[config.mk]
export PLATFORM = sky130hd
export DESIGN_NAME = leaf_ingress_queue_flat
export DESIGN_NICKNAME = d
export VERILOG_FILES = /design/src/rtl/leaf_ingress_queue_if.sv /design/src/rtl/leaf_ingress_queue.sv /design/src/flat_wrapper.sv
export SDC_FILE = /design/constraint.sdc
export NUM_CORES = 1
export LEC_CHECK = 0
export CAP_MARGIN = 5
export CORE_MARGIN = 2
export CORE_UTILIZATION = 35
export CTS_CLUSTER_SIZE = 20
export DETAILED_ROUTE_END_ITERATION = 8
export MAX_ROUTING_LAYER = met4
export SYNTH_ARGS = -nofsm -noshare
export SYNTH_HDL_FRONTEND = slang
export SYNTH_SLANG_ARGS = --single-unit
[constraint.sdc]
create_clock -name clk -period 3.1 [get_ports clk]
set_clock_uncertainty 0.15 [all_clocks]
set_input_delay 0.62 -clock clk [delete_from_list [all_inputs] [get_ports clk]]
set_output_delay 0.62 -clock clk [all_outputs]
set_load 0.03 [all_outputs]
[src/rtl/leaf_ingress_queue_if.sv]
// Handshake bundle between the GPU, the ingress queue and the leaf router's GPU input port.
// The master side drives GPU offers and router consumption; the slave side is the queue.
interface leaf_ingress_queue_if #(
  parameter int DWIDTH     = 16,
  parameter int FIFO_DEPTH = 8
);
  localparam int CW = $clog2(FIFO_DEPTH) + 1;

  logic [DWIDTH-1:0] gpu_in_data;
  logic              gpu_in_valid;
  logic [5:0]        gpu_dest_addr;
  logic              gpu_in_ready;
  logic [DWIDTH-1:0] rtr_data;
  logic              rtr_valid;
  logic [5:0]        rtr_dest_addr;
  logic              rtr_is_local;
  logic              rtr_ready;
  logic              fifo_full;
  logic              fifo_empty;
  logic [CW-1:0]     fifo_count;
  logic [7:0]        drop_count;

  modport master (
    output gpu_in_data, gpu_in_valid, gpu_dest_addr, rtr_ready,
    input  gpu_in_ready, rtr_data, rtr_valid, rtr_dest_addr, rtr_is_local,
           fifo_full, fifo_empty, fifo_count, drop_count
  );

  modport slave (
    input  gpu_in_data, gpu_in_valid, gpu_dest_addr, rtr_ready,
    output gpu_in_ready, rtr_data, rtr_valid, rtr_dest_addr, rtr_is_local,
           fifo_full, fifo_empty, fifo_count, drop_count
  );
endinterface

[src/rtl/leaf_ingress_queue.sv]
// GPU ingress FIFO for a group-1 leaf router: show-ahead head, registered status,
// saturating drop counter and a same-group flag for the head packet.
module leaf_ingress_queue #(
  parameter int         DWIDTH     = 16,
  parameter int         FIFO_DEPTH = 8,
  parameter logic [3:0] GROUP_ID   = 4'b0001
) (
  input logic                clk,
  input logic                reset,
  leaf_ingress_queue_if.slave q_if
);
  localparam int AW = $clog2(FIFO_DEPTH);
  localparam int CW = AW + 1;
  localparam int EW = DWIDTH + 6;

  logic [EW-1:0] mem_q [FIFO_DEPTH];
  logic [AW-1:0] wr_ptr_q, wr_ptr_d;
  logic [AW-1:0] rd_ptr_q, rd_ptr_d;
  logic [CW-1:0] count_q, count_d;
  logic [7:0]    drop_q, drop_d;
  logic          full_s, empty_s, push_s, pop_s, drop_s;
  logic [EW-1:0] head_s;

  // Status is decoded from the occupancy register only, so no input reaches an output.
  assign full_s  = (count_q == CW'(FIFO_DEPTH));
  assign empty_s = (count_q == {CW{1'b0}});
  assign push_s  = q_if.gpu_in_valid && !full_s;
  assign pop_s   = q_if.rtr_ready && !empty_s;
  assign drop_s  = q_if.gpu_in_valid && full_s;
  assign head_s  = mem_q[rd_ptr_q];

  assign q_if.gpu_in_ready  = !full_s;
  assign q_if.fifo_full     = full_s;
  assign q_if.fifo_empty    = empty_s;
  assign q_if.fifo_count    = count_q;
  assign q_if.drop_count    = drop_q;
  assign q_if.rtr_valid     = !empty_s;
  assign q_if.rtr_data      = head_s[DWIDTH-1:0];
  assign q_if.rtr_dest_addr = head_s[EW-1:DWIDTH];
  assign q_if.rtr_is_local  = !empty_s && (head_s[EW-1:EW-4] == GROUP_ID);

  // Storage write; contents are intentionally left unreset.
  always_ff @(posedge clk) begin
    if (push_s) begin
      mem_q[wr_ptr_q] <= {q_if.gpu_dest_addr, q_if.gpu_in_data};
    end
  end

  // Next-state for pointers, occupancy and the saturating drop counter.
  always_comb begin
    wr_ptr_d = wr_ptr_q;
    rd_ptr_d = rd_ptr_q;
    count_d  = count_q;
    drop_d   = drop_q;

    if (push_s) begin
      wr_ptr_d = wr_ptr_q + AW'(1);
    end else begin
      wr_ptr_d = wr_ptr_q;
    end

    if (pop_s) begin
      rd_ptr_d = rd_ptr_q + AW'(1);
    end else begin
      rd_ptr_d = rd_ptr_q;
    end

    case ({push_s, pop_s})
      2'b10:   count_d = count_q + CW'(1);
      2'b01:   count_d = count_q - CW'(1);
      default: count_d = count_q;
    endcase

    if (drop_s && (drop_q != 8'hFF)) begin
      drop_d = drop_q + 8'd1;
    end else begin
      drop_d = drop_q;
    end
  end

  // State registers; reset wins over any push or pop in the same cycle.
  always_ff @(posedge clk) begin
    if (reset) begin
      wr_ptr_q <= {AW{1'b0}};
      rd_ptr_q <= {AW{1'b0}};
      count_q  <= {CW{1'b0}};
      drop_q   <= 8'd0;
    end else begin
      wr_ptr_q <= wr_ptr_d;
      rd_ptr_q <= rd_ptr_d;
      count_q  <= count_d;
      drop_q   <= drop_d;
    end
  end
endmodule
[src/flat_wrapper.sv]
// flat-port wrapper written by rule: the top's interface ports become plain ports
module leaf_ingress_queue_flat 
#(
  parameter int         DWIDTH     = 16,
  parameter int         FIFO_DEPTH = 8,
  parameter logic [3:0] GROUP_ID   = 4'b0001
)
  (clk, reset, q_if_gpu_in_data, q_if_gpu_in_valid, q_if_gpu_dest_addr, q_if_rtr_ready, q_if_gpu_in_ready, q_if_rtr_data, q_if_rtr_valid, q_if_rtr_dest_addr, q_if_rtr_is_local, q_if_fifo_full, q_if_fifo_empty, q_if_fifo_count, q_if_drop_count);
  leaf_ingress_queue_if #(.DWIDTH(DWIDTH), .FIFO_DEPTH(FIFO_DEPTH)) q_if_i ();
  input logic clk;
  input logic reset;
  input wire logic [$bits(q_if_i.gpu_in_data)-1:0] q_if_gpu_in_data;
  input wire logic [$bits(q_if_i.gpu_in_valid)-1:0] q_if_gpu_in_valid;
  input wire logic [$bits(q_if_i.gpu_dest_addr)-1:0] q_if_gpu_dest_addr;
  input wire logic [$bits(q_if_i.rtr_ready)-1:0] q_if_rtr_ready;
  output wire logic [$bits(q_if_i.gpu_in_ready)-1:0] q_if_gpu_in_ready;
  output wire logic [$bits(q_if_i.rtr_data)-1:0] q_if_rtr_data;
  output wire logic [$bits(q_if_i.rtr_valid)-1:0] q_if_rtr_valid;
  output wire logic [$bits(q_if_i.rtr_dest_addr)-1:0] q_if_rtr_dest_addr;
  output wire logic [$bits(q_if_i.rtr_is_local)-1:0] q_if_rtr_is_local;
  output wire logic [$bits(q_if_i.fifo_full)-1:0] q_if_fifo_full;
  output wire logic [$bits(q_if_i.fifo_empty)-1:0] q_if_fifo_empty;
  output wire logic [$bits(q_if_i.fifo_count)-1:0] q_if_fifo_count;
  output wire logic [$bits(q_if_i.drop_count)-1:0] q_if_drop_count;
  assign q_if_i.gpu_in_data = q_if_gpu_in_data;
  assign q_if_i.gpu_in_valid = q_if_gpu_in_valid;
  assign q_if_i.gpu_dest_addr = q_if_gpu_dest_addr;
  assign q_if_i.rtr_ready = q_if_rtr_ready;
  assign q_if_gpu_in_ready = q_if_i.gpu_in_ready;
  assign q_if_rtr_data = q_if_i.rtr_data;
  assign q_if_rtr_valid = q_if_i.rtr_valid;
  assign q_if_rtr_dest_addr = q_if_i.rtr_dest_addr;
  assign q_if_rtr_is_local = q_if_i.rtr_is_local;
  assign q_if_fifo_full = q_if_i.fifo_full;
  assign q_if_fifo_empty = q_if_i.fifo_empty;
  assign q_if_fifo_count = q_if_i.fifo_count;
  assign q_if_drop_count = q_if_i.drop_count;
  leaf_ingress_queue #(.DWIDTH(DWIDTH), .FIFO_DEPTH(FIFO_DEPTH), .GROUP_ID(GROUP_ID)) u_core (.clk(clk), .reset(reset), .q_if(q_if_i));
endmodule
==> results of run 1 <==
==> routing by layer <==
metal,part of all wire,vias up
li1,-,1723
met1,0.43,1926
met2,0.50,100
met3,0.059,12
met4,0.0077,0
met5,0,-
==> synthesized netlist by cell type, types with 2 or more instances <==
cell type  instances  share of area
buf_2              6         0.0039
mux2i_1            2         0.0026
clkbuf_1          11         0.0054
nand4_1            2         0.0016
nand2b_1           2         0.0016
nand3_1           11         0.0072
nor3_1             3         0.0020
ha_1               6         0.0098
nand2_1            8         0.0039
a21oi_1            9         0.0059
mux2_2            22          0.032
and3_1             2         0.0016
nor2_1            17         0.0083
xor2_1             8         0.0091
dfxtp_1           21          0.055
inv_1              2        0.00098
or3_1              3         0.0024
or4_1              2         0.0020
edfxtp_1         176           0.69
nor4_1             2         0.0016
buf_6              2         0.0029
mux4_2            44           0.13
o21ai_0            5         0.0033
==> worst max-delay path: cells and delay by family (launching register included) <==
kind / cells / cell delay [ns]
buffers and inverters: 2 / 0.28
AND/OR/NAND/NOR: 2 / 0.41
multiplexers: 2 / 0.80
flip-flops: 1 / 0.39
==> how the worst max path moves through the flow <==
stage                                          from                        end  slack, ns  cells past startpoint
final                                      register          q_if_rtr_is_local       0.04                      6
after global routing                       register          q_if_rtr_is_local      -0.08                      6
after CTS                                  register          q_if_rtr_is_local      -0.08                      6
after detailed placement             q_if_rtr_ready  u_core.q_if.fifo_count[2]       0.24                     10
after global placement                     register           q_if_rtr_data[5]       0.27                      4
after floorplan           u_core.q_if.fifo_count[1]  u_core.q_if.fifo_count[2]       0.14                     12
==> power groups by stage <==
stage,sequential [uW],combinational (uW),clock [uW]
2_1_floorplan,3160,1330,0
3_3_place_gp,3150,2030,0
3_5_place_dp,3160,2050,0
4_1_cts,3100,1980,2150
5_1_grt,3120,2200,2270
6_report,3100,2030,2100
==> kinds of logic (layout without fill, tap and decap cells) <==
| group | Yosys count | after routing | synth area share |
|---|---|---|---|
| DFF | 197 | 197 | 0.745 |
| buffers and inverters | 22 | 128 | 0.0154 |
| xor gates and xnor gates | 9 | 9 | 0.0103 |
| adders and majority gates | 6 | 6 | 0.00980 |
| and+or+nand+nor | 57 | 57 | 0.0382 |
| muxes | 68 | 68 | 0.164 |
| AOI/OAI and AO/OA | 20 | 20 | 0.0175 |
==> repair_timing <==
item                                    CTS  global route
endpoints found under the setup margin   19             1
pin swaps                                 0             2
buffers inserted                          0             6
resized for setup                        23             7
cloned                                    0             1
==> stage by stage <==
| step | hold WS [ns] | cell area [sq um] | setup WS [ns] | TNS, ns |
|---|---|---|---|---|
| CTS | 0.343 | 9370 | -0.0780 | -0.0780 |
| floorplan | 0.304 | 7670 | 0.141 | 0 |
| detailed placement | 0.327 | 8810 | 0.243 | 0 |
| global placement | 0.313 | 8810 | 0.274 | 0 |
| finish | 0.341 | 9440 | 0.0376 | 0 |
| global route | 0.387 | 9440 | -0.0776 | -0.117 |
==> registers in the layout, summed over array words and instances (netlist names), named ones only <==
signal,cells
u_core.wr_ptr_q,3
u_core.q_if.fifo_count,4
u_core.mem_q,176
u_core.q_if.drop_count,8
u_core.rd_ptr_q,3
==> cell type report <==
cell class              count  area (sq um)
repair buffers             94           898
flip-flops and latches    197          5710
fillers                  1863         12300
well taps                 280           350
clock inverters            14           140
multi-input cells         160          1890
clock buffers              17           425
inverters                   3          23.8
==> results.py, run 1 <==
metrics = {
    "setup_path": {
        "critPathLaunchType": "register",
        "path_class": "reg2out",
        "max_stage_delay_ns": 0.50,
        "worst_ep_arrival_time_ns": 2.29,
        "rr_startpoint": "u_core.q_if.fifo_count[1]",
        "r2r_slack_ns": 0.37,
        "r2r_cells": 9,
        "r2r_end": "u_core.q_if.fifo_count[2]",
        "path_cells": "buf_12 > mux4_2 > mux2_2 > nor3_2 > and3_4 > buf_6",
        "end_kind": "primary output",
        "slowest_stage": "mux4_2",
        "cp.required_ns": 2.33,
        "cp_max_fo": 11,
    },
    "global_routing": {
        "antenna_found_initial": 0,
        "gr-usage-met1": 0.164,
        "met3_usage": 0.0425,
        "top_usage_layer": "met2",
        "grt_max_degree": 41,
        "gr-usage-all-layers": 0.136,
        "grt_overflow": 0,
        "grt_pass1_vias": 3998,
        "grt_pass1_wl_mm": 23.0,
        "use_met2": 0.224,
    },
    "cts": {
        "cts_root_buffer": "clkbuf_16",
        "clock_latency_ns": 0.41,
        "clk_pin_slew_worst_paths_ns": 0.07,
        "cts_hold_buf": 0,
        "cts_num_sinks": 197,
        "htree_num_levels": 4,
        "cts_buffers": 17,
        "clockBufferDepth": 2,
        "cts_tree": "yes",
    },
    "power_and_ir_drop": {
        "combPwrFrac": 0.281,
        "netSwitchingFraction": 0.289,
        "p_seq_frac": 0.429,
        "p_total_uw": 7240,
        "p_clk_frac": 0.290,
        "leakage_uw": 0.00304,
        "power.internal_uw": 5150,
        "ir_drop_mv": 0.434,
        "p_sw_uw": 2090,
        "power_density_mw_per_mm2": 767,
    },
    "sta": {
        "fin_crit_ns": 3.06,
        "rsz0062_at_grt": "true",
        "worst_pin_slew_ns": 0.739,
        "drv_slew": 0,
        "setup_viol": 0,
        "hold_viol": 0,
        "relSlewSlack": 0.506,
        "min_period_over_period": 0.988,
        "fmax_ghz": 0.327,
    },
    "hold_path": {
        "hold_path_class": "reg2reg",
        "worstHoldStart": "u_core.rd_ptr_q[1]",
        "holdPathStages": 2,
    },
    "route": {
        "ant_nets": 0,
        "drtIter0Drc": 193,
        "drc": 0,
        "wire_per_inst_microns": 19.3,
        "wl_mm": 14.7,
        "drtPass1Iterations": 4,
        "vias": 3761,
        "viasPerCell": 4.92,
    },
    "synth": {
        "syn_area_per_cell_sq_um": 20.2,
        "synth_warnings": 0,
        "synthFlopType": "edfxtp_1",
        "synth_area_sq_mm": 0.00766,
        "syn_inst": 379,
        "syn-num-nets": 411,
        "synth_edf_count": 176,
        "ys_seq_area_frac": 0.745,
        "async_flop_share": 0,
        "ys_types": 36,
        "yosys_register_bits": 197,
    },
    "final_layout": {
        "utilization": 0.435,
        "diodes": 0,
        "fin_cells": 765,
        "layout_commonest_cell": "edfxtp_1",
        "drive_above_1_share": 0.309,
        "nets": 505,
        "area_delta_synth_final_pct": 23.2,
        "final_cell_mix": "edfxtp_1, mux4_2, clkdlybuf4s50_1, buf_4, mux2_2",
    },
    "floorplanning": {
        "die_x_microns": 152,
        "die_area_sq_mm": 0.0231,
        "die_h_microns": 152,
        "start_util": 0.353,
        "core-area_sq_mm": 0.0217,
        "num_rows": 54,
        "ios": 65,
    },
    "run_status": {
        "outcome": "finished, final reports clean",
    },
    "place": {
        "dpl.hpwl_mm": 9.14,
        "portBuffers": 64,
        "gp_routability_congestion": 0.762,
        "placedCellCount": 727,
    },
    "flow_run": {
        "maxCapViolCount": 0,
    },
}
Note: power is estimated with default switching activity, not from simulation.
==> run 2, diff against run 1 <==
--- a/config.mk
+++ b/config.mk
@@ -10,6 +10,7 @@
 export CORE_UTILIZATION = 35
 export CTS_CLUSTER_SIZE = 20
 export DETAILED_ROUTE_END_ITERATION = 8
+export GPL_ROUTABILITY_DRIVEN = 0
 export MAX_ROUTING_LAYER = met4
 export SYNTH_ARGS = -nofsm -noshare
 export SYNTH_HDL_FRONTEND = slang
==> results of run 2 <==
Final layout, timing and power as in run 1 (identical DEF).
==> run 3, diff against run 2 <==
--- a/config.mk
+++ b/config.mk
@@ -6,8 +6,8 @@
 export NUM_CORES = 1
 export LEC_CHECK = 0
 export CAP_MARGIN = 5
-export CORE_MARGIN = 2
 export CORE_UTILIZATION = 35
+export CTS_CLUSTER_DIAMETER = 60
 export CTS_CLUSTER_SIZE = 20
 export DETAILED_ROUTE_END_ITERATION = 8
 export GPL_ROUTABILITY_DRIVEN = 0
==> results.py, run 3 (synthesized netlist as in run 1, its figures left out) <==
metrics = {
    "run_status": {
        "outcome": "finished, final reports clean",
    },
    "place": {
        "postPlaceCellArea_sq_mm": 0.00884,
        "placedCellCount": 719,
        "place_ws_ns": 0.275,
        "dpl.hpwl_mm": 8.93,
        "portBuffers": 64,
    },
    "setup_path": {
        "worst_ep_arrival_time_ns": 2.30,
        "cp.required_ns": 2.33,
        "max_stage_delay_ns": 0.50,
        "end_kind": "primary output",
        "path_class": "reg2out",
        "cp_max_fo": 9,
        "path_cells": "buf_12 > mux4_2 > mux2_4 > nor3_4 > and3_4 > buf_12",
        "critPathLaunchType": "register",
        "path_common_cell": "buf_12",
        "slowest_stage": "mux4_2",
    },
    "route": {
        "ant_nets": 0,
        "drtIter0Drc": 246,
        "vias": 3781,
        "viasPerCell": 5.01,
        "wire_per_inst_microns": 19.6,
        "wl_mm": 14.8,
        "drtPass1Iterations": 4,
        "drc": 0,
    },
    "cts": {
        "htree_num_levels": 4,
        "cts_buffers": 17,
        "cts_tree": "yes",
        "clockBufferDepth": 2,
        "cts_hold_buf": 0,
        "cts_root_buffer": "clkbuf_16",
        "cts_num_sinks": 197,
        "clk_pin_slew_worst_paths_ns": 0.07,
        "clock_latency_ns": 0.43,
    },
    "floorplanning": {
        "die_area_sq_mm": 0.0225,
        "ios": 65,
        "core-area_sq_mm": 0.0212,
        "die_x_microns": 150,
        "num_rows": 53,
        "die_h_microns": 150,
        "start_util": 0.361,
    },
    "sta": {
        "rsz0062_at_grt": "true",
        "finalWorstSetupSlack_ns": 0.0274,
        "whs_ns": 0.355,
        "setup_viol": 0,
        "worst_pin_slew_ns": 0.705,
        "fin_crit_ns": 3.07,
        "hold_viol": 0,
        "drv_slew": 0,
        "min_period_over_period": 0.991,
        "relSlewSlack": 0.529,
        "fmax_ghz": 0.325,
    },
    "global_routing": {
        "antenna_found_initial": 1,
        "grt_pass1_wl_mm": 22.9,
        "grt_overflow": 0,
        "grt_max_degree": 41,
        "grt_pass1_vias": 4049,
        "gr-usage-all-layers": 0.145,
    },
    "final_layout": {
        "nets": 498,
        "fin_cells": 755,
        "final_cell_mix": "edfxtp_1, mux4_2, clkdlybuf4s50_1, mux2_2, buf_4",
        "top_register": "u_core.mem_q",
        "area_delta_synth_final_pct": 23.7,
        "final_area_sq_mm": 0.00948,
        "largest_register_ffs": 176,
        "utilization": 0.447,
        "drive_above_1_share": 0.307,
        "layout_commonest_cell": "edfxtp_1",
    },
    "power_and_ir_drop": {
        "power_density_mw_per_mm2": 774,
        "ir_drop_mv": 0.537,
        "leakage_uw": 0.00304,
    },
    "hold_path": {
        "hold_path_class": "reg2reg",
    },
    "flow_run": {
        "maxCapViolCount": 0,
    },
}
[run 3: cell count changes in the layout (fill, tap and decap cells not counted), sizes merged]
cell           delta
bufinv            -1
clkdlybuf4s15     -3
clkinvlp          -2
inv               +2
clkinv            +2
buf               -4
dlygate4sd2       +2
clkbuf            -2
diode             +1
[run 3: per-layer routing]
layer / share of wire / GRT usage
met3: 0.045 / 0.0341
met1: 0.44 / 0.180
met4: 0.020 / 0.0490
met5: 0 / -
met2: 0.49 / 0.234
[run 3: final timing paths]
check | start | end | slack, ns | cells after the start
max | register | q_if_rtr_is_local | 0.03 | 6
min | u_core.rd_ptr_q[1] | register | 0.35 | 2
max reg2reg | u_core.q_if.fifo_count[1] | u_core.q_if.fifo_count[2] | 0.33 | 9
min reg2reg | u_core.rd_ptr_q[1] | register | 0.35 | 2
[run 3: final cells by class]
cell class | instances | area [sq um]
Inverter | 3 | 23.8
Sequential cell | 197 | 5710
Fill cell | 1809 | 11700
Antenna cell | 1 | 2.50
Multi-Input combinational cell | 160 | 1900
Clock buffer | 17 | 425
Clock inverter | 15 | 189
Timing Repair Buffer | 87 | 885
Tap cell | 275 | 344
[run 3: where the power goes]
group / total, uW / internal (uW) / leakage [uW] / switching [uW]
Clock: 2220 / 1110 / 0.000300 / 1100
Sequential: 3110 / 3030 / 0.00177 / 80.3
Combinational: 2010 / 977 / 0.000971 / 1040
Total: 7330 / 5110 / 0.00304 / 2220
[run 3: through the flow]
step | TNS [ns] | total power [uW]
6_report | 0 | 7330
5_1_grt | -0.0528 | 7650
4_1_cts | -0.0478 | 7400
3_5_place_dp | 0 | 5230
3_3_place_gp | 0 | 5200
2_1_floorplan | 0 | 4490
[run 3: what timing repair did]
item                       in CTS  in global routing
setup endpoints to repair      17                  2
pin swaps                       0                  0
gates resized for setup        21                  3
buffers inserted                0                  3
[run 3: critical path: cells and delay by family, from the launching register on]
kind	cells	cell delay, ns
muxes	2	0.80
and+or+nand+nor	2	0.43
DFF	1	0.39
buffers and inverters	2	0.26
